[config.mk]
export PLATFORM = sky130hd
export DESIGN_NAME = objram_write_arbiter_flat
export DESIGN_NICKNAME = d
export VERILOG_FILES = /design/src/rtl/objram_write_arbiter_if.sv /design/src/rtl/objram_write_arbiter.sv /design/src/flat_wrapper.sv
export SDC_FILE = /design/constraint.sdc
export NUM_CORES = 1
export LEC_CHECK = 0
export ABC_AREA = 1
export BUFFER_PORTS_ARGS = -buffer_cell sky130_fd_sc_hd__buf_2
export CAP_MARGIN = 0
export CORE_AREA = 2 2 53 55
export DETAILED_ROUTE_END_ITERATION = 6
export DIE_AREA = 0 0 55 57
export PLACE_DENSITY = 0.9
export SKIP_LAST_GASP = 1
export SYNTH_ARGS = -nofsm -noshare
export SYNTH_HDL_FRONTEND = slang
export SYNTH_SLANG_ARGS = --single-unit
[constraint.sdc]
create_clock -name clk -period 1.53 [get_ports clk]
set_input_delay 0.153 -clock clk [delete_from_list [all_inputs] [get_ports clk]]
set_output_delay 0.153 -clock clk [all_outputs]
set_load 0.02 [all_outputs]
[src/rtl/objram_write_arbiter_if.sv]
// objram_write_arbiter_if: requester/object-RAM bundle for the write arbiter.
// slave = arbiter side, master = requester/display side.
interface objram_write_arbiter_if;
   logic        iVS;
   logic        iReq0, iReq1;
   logic [2:0]  iAddr0, iAddr1;
   logic [12:0] iData0, iData1;
   logic        oGnt0, oGnt1;
   logic [2:0]  oObjRam_addr;
   logic [12:0] oObjRam_data;
   logic        oObjRam_we;
   logic        oWin_open;
   logic        oFrame_done;
   logic [7:0]  oMiss_cnt;
   modport slave (
      input  iVS, iReq0, iReq1, iAddr0, iAddr1, iData0, iData1,
      output oGnt0, oGnt1, oObjRam_addr, oObjRam_data, oObjRam_we, oWin_open, oFrame_done, oMiss_cnt
   );
   modport master (
      output iVS, iReq0, iReq1, iAddr0, iAddr1, iData0, iData1,
      input  oGnt0, oGnt1, oObjRam_addr, oObjRam_data, oObjRam_we, oWin_open, oFrame_done, oMiss_cnt
   );
endinterface

[src/rtl/objram_write_arbiter.sv]
// objram_write_arbiter: round-robin two-port object RAM write arbiter, gated by a per-frame window.
// Define OBJARB_VSYNC_GATE_EN to open the window on iVS falling; otherwise the window is always open.
module objram_write_arbiter #(
   parameter int WIN_CYCLES = 1024
) (
   input  logic                   clk,
   input  logic                   reset,
   objram_write_arbiter_if.slave  bus
);
   logic        w_win, w_en, w_sel1, w_gnt0, w_gnt1;
   logic        r_ptr, r_we;
   logic [2:0]  r_addr;
   logic [12:0] r_data;
`ifdef OBJARB_VSYNC_GATE_EN
   logic        r_vs, r_vs_d, r_win_d, w_done;
   logic [15:0] r_cnt;
   logic [7:0]  r_miss;
   assign w_win  = r_cnt != 16'd0;
   assign w_done = r_win_d & ~w_win;
   // A falling edge while the window is open is ignored: the counter only reloads from zero.
   always_ff @(posedge clk)
      if (reset) begin
         r_vs    <= 1'b1;
         r_vs_d  <= 1'b1;
         r_win_d <= 1'b0;
         r_cnt   <= 16'd0;
         r_miss  <= 8'd0;
      end else begin
         r_vs    <= bus.iVS;
         r_vs_d  <= r_vs;
         r_win_d <= w_win;
         r_cnt   <= w_win ? r_cnt - 16'd1 : (r_vs_d & ~r_vs) ? 16'(WIN_CYCLES) : r_cnt;
         if (w_done & (bus.iReq0 | bus.iReq1) & (r_miss != 8'hFF))
            r_miss <= r_miss + 8'd1;
      end
   assign bus.oFrame_done = w_done;
   assign bus.oMiss_cnt   = r_miss;
`else
   logic [16:0] w_unused;
   assign w_unused        = {bus.iVS, 16'(WIN_CYCLES)};
   assign w_win           = 1'b1;
   assign bus.oFrame_done = 1'b0;
   assign bus.oMiss_cnt   = 8'd0;
`endif
   // r_ptr=1 gives requester 1 priority when both request.
   assign w_en   = w_win & ~reset;
   assign w_sel1 = bus.iReq1 & (~bus.iReq0 | r_ptr);
   assign w_gnt1 = w_en & w_sel1;
   assign w_gnt0 = w_en & bus.iReq0 & ~w_sel1;
   always_ff @(posedge clk)
      if (reset) begin
         r_ptr  <= 1'b0;
         r_we   <= 1'b0;
         r_addr <= 3'd0;
         r_data <= 13'd0;
      end else begin
         r_we <= w_gnt0 | w_gnt1;
         if (w_gnt0 | w_gnt1) begin
            r_ptr  <= w_gnt0;
            r_addr <= w_gnt1 ? bus.iAddr1 : bus.iAddr0;
            r_data <= w_gnt1 ? bus.iData1 : bus.iData0;
         end
      end
   assign bus.oGnt0        = w_gnt0;
   assign bus.oGnt1        = w_gnt1;
   assign bus.oObjRam_we   = r_we;
   assign bus.oObjRam_addr = r_addr;
   assign bus.oObjRam_data = r_data;
   assign bus.oWin_open    = w_win;
endmodule

[src/flat_wrapper.sv]
// flat-port wrapper written by rule: the top's interface ports become plain ports
module objram_write_arbiter_flat 
#(
   parameter int WIN_CYCLES = 1024
)
  (clk, reset, bus_iVS, bus_iReq0, bus_iReq1, bus_iAddr0, bus_iAddr1, bus_iData0, bus_iData1, bus_oGnt0, bus_oGnt1, bus_oObjRam_addr, bus_oObjRam_data, bus_oObjRam_we, bus_oWin_open, bus_oFrame_done, bus_oMiss_cnt);
  objram_write_arbiter_if bus_i ();
  input  logic clk;
  input  logic reset;
  input wire logic [$bits(bus_i.iVS)-1:0] bus_iVS;
  input wire logic [$bits(bus_i.iReq0)-1:0] bus_iReq0;
  input wire logic [$bits(bus_i.iReq1)-1:0] bus_iReq1;
  input wire logic [$bits(bus_i.iAddr0)-1:0] bus_iAddr0;
  input wire logic [$bits(bus_i.iAddr1)-1:0] bus_iAddr1;
  input wire logic [$bits(bus_i.iData0)-1:0] bus_iData0;
  input wire logic [$bits(bus_i.iData1)-1:0] bus_iData1;
  output wire logic [$bits(bus_i.oGnt0)-1:0] bus_oGnt0;
  output wire logic [$bits(bus_i.oGnt1)-1:0] bus_oGnt1;
  output wire logic [$bits(bus_i.oObjRam_addr)-1:0] bus_oObjRam_addr;
  output wire logic [$bits(bus_i.oObjRam_data)-1:0] bus_oObjRam_data;
  output wire logic [$bits(bus_i.oObjRam_we)-1:0] bus_oObjRam_we;
  output wire logic [$bits(bus_i.oWin_open)-1:0] bus_oWin_open;
  output wire logic [$bits(bus_i.oFrame_done)-1:0] bus_oFrame_done;
  output wire logic [$bits(bus_i.oMiss_cnt)-1:0] bus_oMiss_cnt;
  assign bus_i.iVS = bus_iVS;
  assign bus_i.iReq0 = bus_iReq0;
  assign bus_i.iReq1 = bus_iReq1;
  assign bus_i.iAddr0 = bus_iAddr0;
  assign bus_i.iAddr1 = bus_iAddr1;
  assign bus_i.iData0 = bus_iData0;
  assign bus_i.iData1 = bus_iData1;
  assign bus_oGnt0 = bus_i.oGnt0;
  assign bus_oGnt1 = bus_i.oGnt1;
  assign bus_oObjRam_addr = bus_i.oObjRam_addr;
  assign bus_oObjRam_data = bus_i.oObjRam_data;
  assign bus_oObjRam_we = bus_i.oObjRam_we;
  assign bus_oWin_open = bus_i.oWin_open;
  assign bus_oFrame_done = bus_i.oFrame_done;
  assign bus_oMiss_cnt = bus_i.oMiss_cnt;
  objram_write_arbiter #(.WIN_CYCLES(WIN_CYCLES)) u_core (.clk(clk), .reset(reset), .bus(bus_i));
endmodule
==> metrics.md, run 1 <==
| Metric | Value |
|---|---|
| Outcome | finished, final reports clean |
| TNS Setup | 0 ns |
| Clk sinks | 18 |
| Int Pwr | 791 uW |
| Hold Vio Cnt, Final | 0 |
| Post-synth EDFFs | 0 |
| Post-DP HPWL | approximately 1700 um |
| Ys async rst share | 0 |
| Yosys top cell by area | dfxtp_1 |
| CTS resizes | 0 |
| CP arrival | approximately 1.3 ns |
| Hold Worst Slack | 0.0547 ns |
| Synth Flop Type | dfxtp_1 |
| Crit Path Max Fanout | 34 |
| Final Max Slew Viols | 0 |
| CP Data Required Time | 1.38 ns |
| Max frequency | 705 MHz |
| Final nets | 252 |
| Root Buffer Master | clkbuf_4 |
| Clock slew at reported path FFs | about 0.10 ns |
| Gpl congestion | 0.677 |
| Crit share post-route | 0.927 |
| Vias in the first global route | 898 |
| Largest net degree at the start of global routing | 35 |
| Post-Route WL | 2330 um |
| Worst skew pair latency | 0.28 ns |
| Power share of the clock group | 0.243 |
| Number of DRC markers in iteration 0 | 17 |
| Met2 usage | 0.264 |
| CP Launch Type | flop |
| Area used by multi-input combinational logic | between 500 and 600 um2 |
| Total CTS buffers | 3 |
| IO Count | 66 |
| GRT busiest layer | met2 |
| Synth warn | 0 |
| Site Rows | 19 |
| Starting Density | 0.416 |
| Die area | 3140 um2 |
| RSZ-0062 raised after global routing | false |
| Top cell type's share of synthesized area | 0.331 |
| CTS tree | built |
| Met1 Use GR | 0.169 |
| Hold buffer count at CTS | 0 |
| Unique cell type count in the Yosys netlist | 18 |
| Setup Fix Bufs, Post-CTS | 0 |
| Yosys reg bits | 18 |
| DR vias/cell | 4.50 |
| Die width | 55 um |
| Syn Area/Cell | ~6.7 um2 |
| Setup violators final | 0 |
| Total grt overflow | 0 |
| P per Cell Area | 822 nW/um2 |
| Global routing usage on met3 | 0.0157 |
| Initial antenna violation count | 0 |
| Layout fillers | slightly below 300 |
| Peak supply drop | roughly 0.00043 V |
| Final Util | 0.533 |
| Mapped Cells | about 160 |
| Drt pass-1 iters | 4 |
| Sw Ratio | 0.309 |
| Most common cell in the netlist | nand2_1 |
| Global-route wire length before repair | 3510 um |
| Sequential Power Share | 0.456 |
| Proportion of layout cells with a drive suffix above 1 | 0.318 |
| # H-tree levels | 1 |
| Die H | roughly 57 um |
| Antenna cells | 0 |
| Synth top area cells | dfxtp_1 (33%), nand2_1 (12%), nand3b_1 (11%) |
| Port bufs | 54 |
| Tmin final | 1.42 ns |
| Commonest cells post-synth | nand2_1 (34), dfxtp_1 (18), inv_1 (18) |
| P_sw | 354 uW |
| Via count | 1,103 |
| DR WL/cell | 9.49 um |
| Netlist Area Pre-Place | 1090 um2 |
| Drt drc | 0 |
| P_leak | approximately 0.00083 uW |
| Tot GR Track Use | 0.149 |
| FF/Latch Area | roughly 360 um2 |
| Kind of critical path | flop to output port |
| Post-Route Skew | roughly 0.00054 ns |
| Max Cap Viol | 0 |
| Clock Path Buffers | 2 |
| CP endpoint kind | output port |
| Sequential-to-total area share from yosys stat | 0.331 |
| Routed Antenna Nets | 0 |
| Synthesis-to-layout area growth | 27.9% |
| Logic pwr share | 0.301 |
| Hold WC Path Type | input port to flop |
| Core ar. | about 2600 um2 |
## registers in the layout (all words and copies together), names as in the netlist
signal / cells
u_core.bus.oObjRam_we: 1
u_core.bus.oObjRam_data: 13
u_core.bus.oObjRam_addr: 3
u_core.r_ptr: 1
## power groups by stage
stage | sequential, uW | combinational, uW | clock (uW)
after floorplan | 581 | 201 | 0
after global placement | 531 | 342 | 0
after detailed placement | 533 | 346 | 0
after CTS | 522 | 348 | 294
after global routing | 527 | 386 | 324
final | 522 | 345 | 278
## metal layers
layer / wire, um / up-vias / part of all wire
li1: - / 592 / -
met1: 1050 / 467 / 0.45
met2: 1100 / 42 / 0.47
met3: 149 / 2 / 0.064
met4: 27 / 0 / 0.012
met5: 0 / - / 0
## cells in the final DEF, fill, tap and decap left out
cell type  netlist  layout
a211oi_1         1       1
a21oi_4          1       1
buf_12           0       2
buf_2            5      54
buf_4           12       3
clkbuf_4         0       3
clkbuf_8         0       1
conb_1           2      10
dfxtp_1         18      18
inv_1           18      18
inv_2            2       2
nand2_1         34      34
nand2_2          1       1
nand3_1         16      16
nand3_2          1       1
nand3b_1        16      16
nor2_1          17      17
o21ai_0          4       4
o21ai_1         12      12
## through the flow
stage	setup slack [ns]	instance area [um2]	power, uW	instances
4_1_cts	0.0939	1390	1160	245
3_3_place_gp	0.392	1360	873	241
3_5_place_dp	0.393	1360	879	241
2_1_floorplan	0.478	1120	783	171
6_report	0.111	1390	1150	245
5_1_grt	0.00233	1390	1240	245
## critical path, stage by stage (launching register included)
cell and delay, ns:
dfxtp_1 0.31, inv_1 0.11, nand2_1 0.08, nand3_2 0.08, buf_12 0.18, inv_1 0.05, buf_2 0.15
## worst paths after layout
check | start | end | slack (ns) | cells past startpoint
setup / recovery | u_core.r_ptr$_SDFFE_PP0P_ | bus_oGnt1 | 0.11 | 6
hold / removal | reset | u_core.r_ptr$_SDFFE_PP0P_ | 0.05 | 2
setup reg to reg | u_core.r_ptr$_SDFFE_PP0P_ | u_core.bus.oObjRam_data[0]$_SDFFE_PP0P_ | 0.43 | 7
hold reg to reg | u_core.r_ptr$_SDFFE_PP0P_ | u_core.r_ptr$_SDFFE_PP0P_ | 0.55 | 2
## kinds of logic (layout without fill, tap and decap cells)
kind of cell / count (synthesis) / count (layout) / synth area share
flip-flops: 18 / 18 / 0.331
AO/OA/AOI/OAI: 18 / 18 / 0.0954
buffers and inverters: 40 / 83 / 0.192
AND/OR/NAND/NOR: 85 / 85 / 0.375
other: 2 / 10 / 0.00690
## layout make-up
cell class	count	area share
Inverter	20	0.0539
Tap cell	31	0.0279
Sequential cell	18	0.259
Timing Repair Buffer	59	0.239
Multi-Input combinational cell	113	0.394
Clock buffer	4	0.0261
(Power assumes the default switching activity.)
==> run 2, diff against run 1 <==
Settings changed: CORE_AREA 2 2 53 55 to 2 2 52 54, DIE_AREA 0 0 55 57 to 0 0 54 56, PLACE_DENSITY 0.9 to 0.93.
==> run 2 against run 1 <==
Routed wire length is 5.2% higher. Final area up 0.45%. Highest routed layer unchanged. Global-route usage rose by 2.2 points. Critical path type unchanged. Largest cell class unchanged. Die area fell by 3.5%. Total power is 1.1% higher. Cell count decreased by 0.41%. Critical path depth unchanged. Count of clock-buffer cells in the layout is the same. Utilization up 4.3 points.
==> metrics.md, run 2 (synthesized netlist as in run 1, its figures left out) <==
| Metric | Value |
|---|---|
| Outcome | finished, final reports clean |
| Site Rows | 18 |
| Via count | 1,110 |
| Reg2reg end | u_core.bus.oObjRam_data[4]$_SDFFE_PP0P_ |
| Die width | 54 um |
| Drt drc | 0 |
| Drt pass-1 iters | 4 |
| Port bufs | 54 |
| Post-Route WL | 2450 um |
| WHS Path Cells | 2 |
| Largest net degree at the start of global routing | 33 |
| Clock slew at reported path FFs | 0.10 ns |
| Hold Vio Cnt, Final | 0 |
| TNS Setup | 0 ns |
| Start point of the worst hold path | reset |
| Synthesis-to-layout area growth | 28.5% |
| Post-Route Skew | 0.00137 ns |
| R2R Path Start | u_core.r_ptr$_SDFFE_PP0P_ |
| Layout fillers | between 200 and 300 |
| CTS tree | built |
| Hold Worst Slack | approximately 0.045 ns |
| Setup slack after layout | 0.106 ns |
| Worst skew pair latency | 0.28 ns |
| Peak supply drop | roughly 0.00053 V |
| Clk sinks | 18 |
| Initial antenna violation count | 0 |
| Number of DRC markers in iteration 0 | 13 |
| CP Launch Type | flop |
| DR WL/cell | between 10 and 15 um |
| # H-tree levels | 1 |
| Hold buffer count at CTS | 0 |
| Total grt overflow | 0 |
| Setup violators final | 0 |
| Routed Antenna Nets | 0 |
| Die area | 3020 um2 |
| Total CTS buffers | 3 |
| Kind of critical path | flop to output port |
| Hold WC Path Type | input port to flop |
| Design area | approximately 1400 um2 |
| CP arrival | 1.27 ns |
| Post-DP HPWL | between 1500 and 2000 um |
| Die H | 56 um |
| Final nets | 252 |
| CP Data Required Time | 1.38 ns |
| Tot GR Track Use | 0.170 |
| Max frequency | 702 MHz |
| CP endpoint kind | output port |
| Final Max Slew Viols | 0 |
| IO Count | 66 |
| CP max stage delay | 0.32 ns |
| Vias in the first global route | between 900 and 1,000 |
| Crit-path cells | inv_1 > nand2_1 > nand3_4 > buf_12 > inv_1 > buf_2 |
| Proportion of layout cells with a drive suffix above 1 | 0.318 |
| Placed inst area | around 1300 um2 |
| Crit Path Max Fanout | 21 |
| R2R Setup Slk | 0.36 ns |
| Global-route wire length before repair | between 3000 and 4000 um |
| Max reg flops | 13 |
| P per Cell Area | approximately 830 nW/um2 |
| Gpl congestion | 0.718 |
| P_leak | 0.000826 uW |
| Most frequent cells in the layout | buf_2 (54), nand2_1 (34), inv_1 (18), dfxtp_1 (18), nor2_1 (17) |
| RSZ-0062 raised after global routing | false |
| Tmin final | 1.42 ns |
| Core ar. | 2430 um2 |
| Worst hold path endpoint | u_core.r_ptr$_SDFFE_PP0P_ |
| Critical path's most frequent cell | inv_1 |
| Most common cell after layout, fill and taps aside | buf_2 |
| DR vias/cell | 4.55 |
| Starting Density | 0.448 |
| Antenna cells | 0 |
| Worst R2R Path Depth | 7 |
| Crit share post-route | 0.931 |
| CP max-delay cell | dfxtp_1 |
| Max Cap Viol | 0 |
| DP Worst Slack | approximately 0.25 ns |
| Clock Path Buffers | 2 |
| Root Buffer Master | clkbuf_4 |
## run 2: changes by cell type in the layout (fill, tap and decap cells not counted)
cell	delta
nand3_2	-1
nand3_4	+1
## run 2: cell type report
cell class                 instances  area [um2]  area share
clock buffer                       4        36.3      0.0259
inverter                          20        75.1      0.0537
multi-input combinational        113         557       0.398
sequential                        18         360       0.258
tap                               30        37.5      0.0268
timing repair buffer              59         333       0.238
## run 2: routing by layer
layer	up-vias	wire length [um]	GRT usage
li1	591	-	-
met1	471	1070	0.204
met2	46	1190	0.296
met3	2	167	0.0242
met4	0	19	0.0643
met5	-	0	0
## run 2: worst max-delay path by stage
stage,slack [ns],cells after the start,to,startpoint
6_report,0.11,6,bus_oGnt1,u_core.r_ptr$_SDFFE_PP0P_
5_1_grt,0.001,6,bus_oGnt1,u_core.r_ptr$_SDFFE_PP0P_
4_1_cts,0.09,6,bus_oGnt1,u_core.r_ptr$_SDFFE_PP0P_
3_5_place_dp,0.25,6,bus_oGnt1,u_core.r_ptr$_SDFFE_PP0P_
3_3_place_gp,0.24,6,bus_oGnt1,u_core.r_ptr$_SDFFE_PP0P_
2_1_floorplan,0.48,4,bus_oGnt0,u_core.r_ptr$_SDFFE_PP0P_
## run 2: timing repair
item | CTS | global route
setup endpoints to repair | 2 | 0
gates resized for setup | 1 | 0
buffers inserted | 2 | 0
## run 2: per-stage QoR
stage	total power (uW)	util	cells
4_1_cts	1180	0.575	244
3_3_place_gp	868	0.551	238
2_1_floorplan	783	-	171
5_1_grt	1240	0.575	244
6_report	1160	0.575	244
3_5_place_dp	875	0.551	238
## run 2: worst max-delay path, delay by kind of cell, from the launching register on
| family | cells | cell delay (ns) |
|---|---|---|
| flip-flops | 1 | 0.32 |
| buffers and inverters | 4 | 0.46 |
| AND/OR/NAND/NOR | 2 | 0.20 |
## run 2: power by group
group	internal (uW)	total, uW	switching, uW
combinational	139	349	210
sequential	508	523	15.0
clock	145	286	142
==> run 3, diff against run 2 <==
Settings changed: REMOVE_ABC_BUFFERS from default to 1.
==> run 3 against run 2 <==
Cell count up 0.41%. Routed wire length down 2.7%. Total power down 0.71%. Count of clock-buffer cells in the layout unchanged. Critical path type unchanged. Critical endpoint unchanged.
==> metrics.md, run 3 (synthesized netlist as in run 1, its figures left out) <==
| Metric | Value |
|---|---|
| Outcome | finished, final reports clean |
| Crit Path Max Fanout | 17 |
| P_leak | approximately 0.00082 uW |
| Clk sinks | 18 |
| Hold WC Path Type | input port to flop |
| Kind of critical path | flop to output port |
| CP max-delay cell | dfxtp_1 |
| Post-DP HPWL | 1700 um |
| Starting Density | 0.448 |
| Max Cap Viol | 0 |
| Worst skew pair latency | 0.28 ns |
| Layout fillers | between 200 and 250 |
| Critical path's most frequent cell | inv_1 |
| Start point of the worst hold path | reset |
| Tot GR Track Use | 0.163 |
| Clock Path Buffers | 2 |
| Port bufs | 54 |
| Global routing usage on met3 | 0.0349 |
| Root Buffer Master | clkbuf_4 |
| Post-Route WL | 2380 um |
| Most frequent cells in the layout | buf_2 (54), nand2_1 (34), inv_1 (18), dfxtp_1 (18), nor2_1 (17) |
| CP endpoint kind | output port |
| Gpl congestion | 0.744 |
| Vias in the first global route | roughly 950 |
| Core ar. | roughly 2400 um2 |
| Worst R2R Path Depth | 7 |
| WHS Path Cells | 2 |
| CTS tree | built |
| GRT busiest layer | met2 |
| Met1 Use GR | 0.171 |
| Placed inst area | 1340 um2 |
| Die width | between 50 and 60 um |
| Hold Worst Slack | 0.0537 ns |
| Die H | 56 um |
| Crit-path cells | inv_1 > nand2_1 > nand3_2 > buf_4 > inv_1 > buf_2 |
| Final Max Slew Viols | 0 |
| Final Util | 0.570 |
| Tmin final | 1.42 ns |
| Antenna cells | 0 |
| Global-route wire length before repair | 3810 um |
| Total Power | 1150 uW |
| Initial antenna violation count | 0 |
| CP Launch Type | flop |
| Synthesis-to-layout area growth | 27.4% |
| RSZ-0062 raised after global routing | true |
| CP Data Required Time | between 1 and 1.5 ns |
| Max frequency | 702 MHz |
| Reg2reg end | u_core.bus.oObjRam_data[6]$_SDFFE_PP0P_ |
| Design area | 1390 um2 |
| Die area | just over 3000 um2 |
| Number of DRC markers in iteration 0 | 10 |
| Via count | 1,106 |
| Proportion of layout cells with a drive suffix above 1 | 0.321 |
| CP arrival | approximately 1.3 ns |
| Max reg flops | 13 |
| CP max stage delay | ~0.31 ns |
| Total grt overflow | 0 |
| Crit share post-route | 0.930 |
| Most common cell after layout, fill and taps aside | buf_2 |
| Site Rows | 18 |
| Routed Antenna Nets | 0 |
| DR vias/cell | ~4.5 |
| Largest net degree at the start of global routing | 33 |
| Drt drc | 0 |
| Post-Route Skew | 0.00413 ns |
| IO Count | 66 |
| R2R Setup Slk | between 0.3 and 0.4 ns |
| Final nets | 253 |
| DR WL/cell | 9.71 um |
| Hold Vio Cnt, Final | 0 |
| Met2 usage | 0.303 |
| R2R Path Start | u_core.r_ptr$_SDFFE_PP0P_ |
| Hold buffer count at CTS | 0 |
| Setup violators final | 0 |
| # H-tree levels | 1 |
| Peak supply drop | about 0.00038 V |
| P per Cell Area | between 800 and 900 nW/um2 |
| Clock slew at reported path FFs | around 0.10 ns |
| Total CTS buffers | 3 |
| Worst hold path endpoint | u_core.r_ptr$_SDFFE_PP0P_ |
| Drt pass-1 iters | 3 |
## run 3: worst max-delay path: cells and delay by family, from the launching register on
| kind | cells | cell delay (ns) |
|---|---|---|
| flip-flops | 1 | 0.31 |
| buffers and inverters | 4 | 0.52 |
| AND/OR/NAND/NOR | 2 | 0.15 |
## run 3: per-stage QoR
stage	setup slack (ns)	std cells	setup TNS (ns)
finish	0.106	245	0
global placement	0.348	239	0
detailed placement	0.345	239	0
floorplan	0.169	151	0
CTS	0.00900	243	0
global route	-0.00982	245	-0.00982
## run 3: layer usage
metal,wire length (um),vias to the layer above
met5,0,-
met2,1200,36
met3,155,2
met4,13,0
met1,1010,472
li1,-,596
## run 3: area by class of cell
cell class / instances / area, um2 / share of cell area
Clock buffer: 4 / 36.3 / 0.0262
Inverter: 20 / 75.1 / 0.0542
Multi-Input combinational cell: 113 / 549 / 0.396
Sequential cell: 18 / 360 / 0.260
Tap cell: 30 / 37.5 / 0.0271
Timing Repair Buffer: 60 / 328 / 0.236
## run 3: repair_timing
item	in CTS	in global routing
resized for setup	0	0
endpoints found under the setup margin	0	1
buffers inserted	0	2
## run 3: worst max-delay path by stage
stage                                         start                                 endpoint  slack (ns)
after floorplan                               reset                                bus_oGnt0        0.17
after global placement                        reset  u_core.bus.oObjRam_addr[0]$_SDFFE_PP0P_        0.35
after detailed placement  u_core.r_ptr$_SDFFE_PP0P_  u_core.bus.oObjRam_addr[2]$_SDFFE_PP0P_        0.34
final                     u_core.r_ptr$_SDFFE_PP0P_                                bus_oGnt1        0.11
after global routing      u_core.r_ptr$_SDFFE_PP0P_                                bus_oGnt1       -0.01
after CTS                 u_core.r_ptr$_SDFFE_PP0P_                                bus_oGnt0       0.009
## run 3: report_power, final
group | leakage [uW] | internal, uW | switching (uW)
Clock | 0.0000210 | 145 | 138
Combinational | 0.000654 | 137 | 207
Sequential | 0.000149 | 508 | 14.5
Total | 0.000824 | 790 | 360
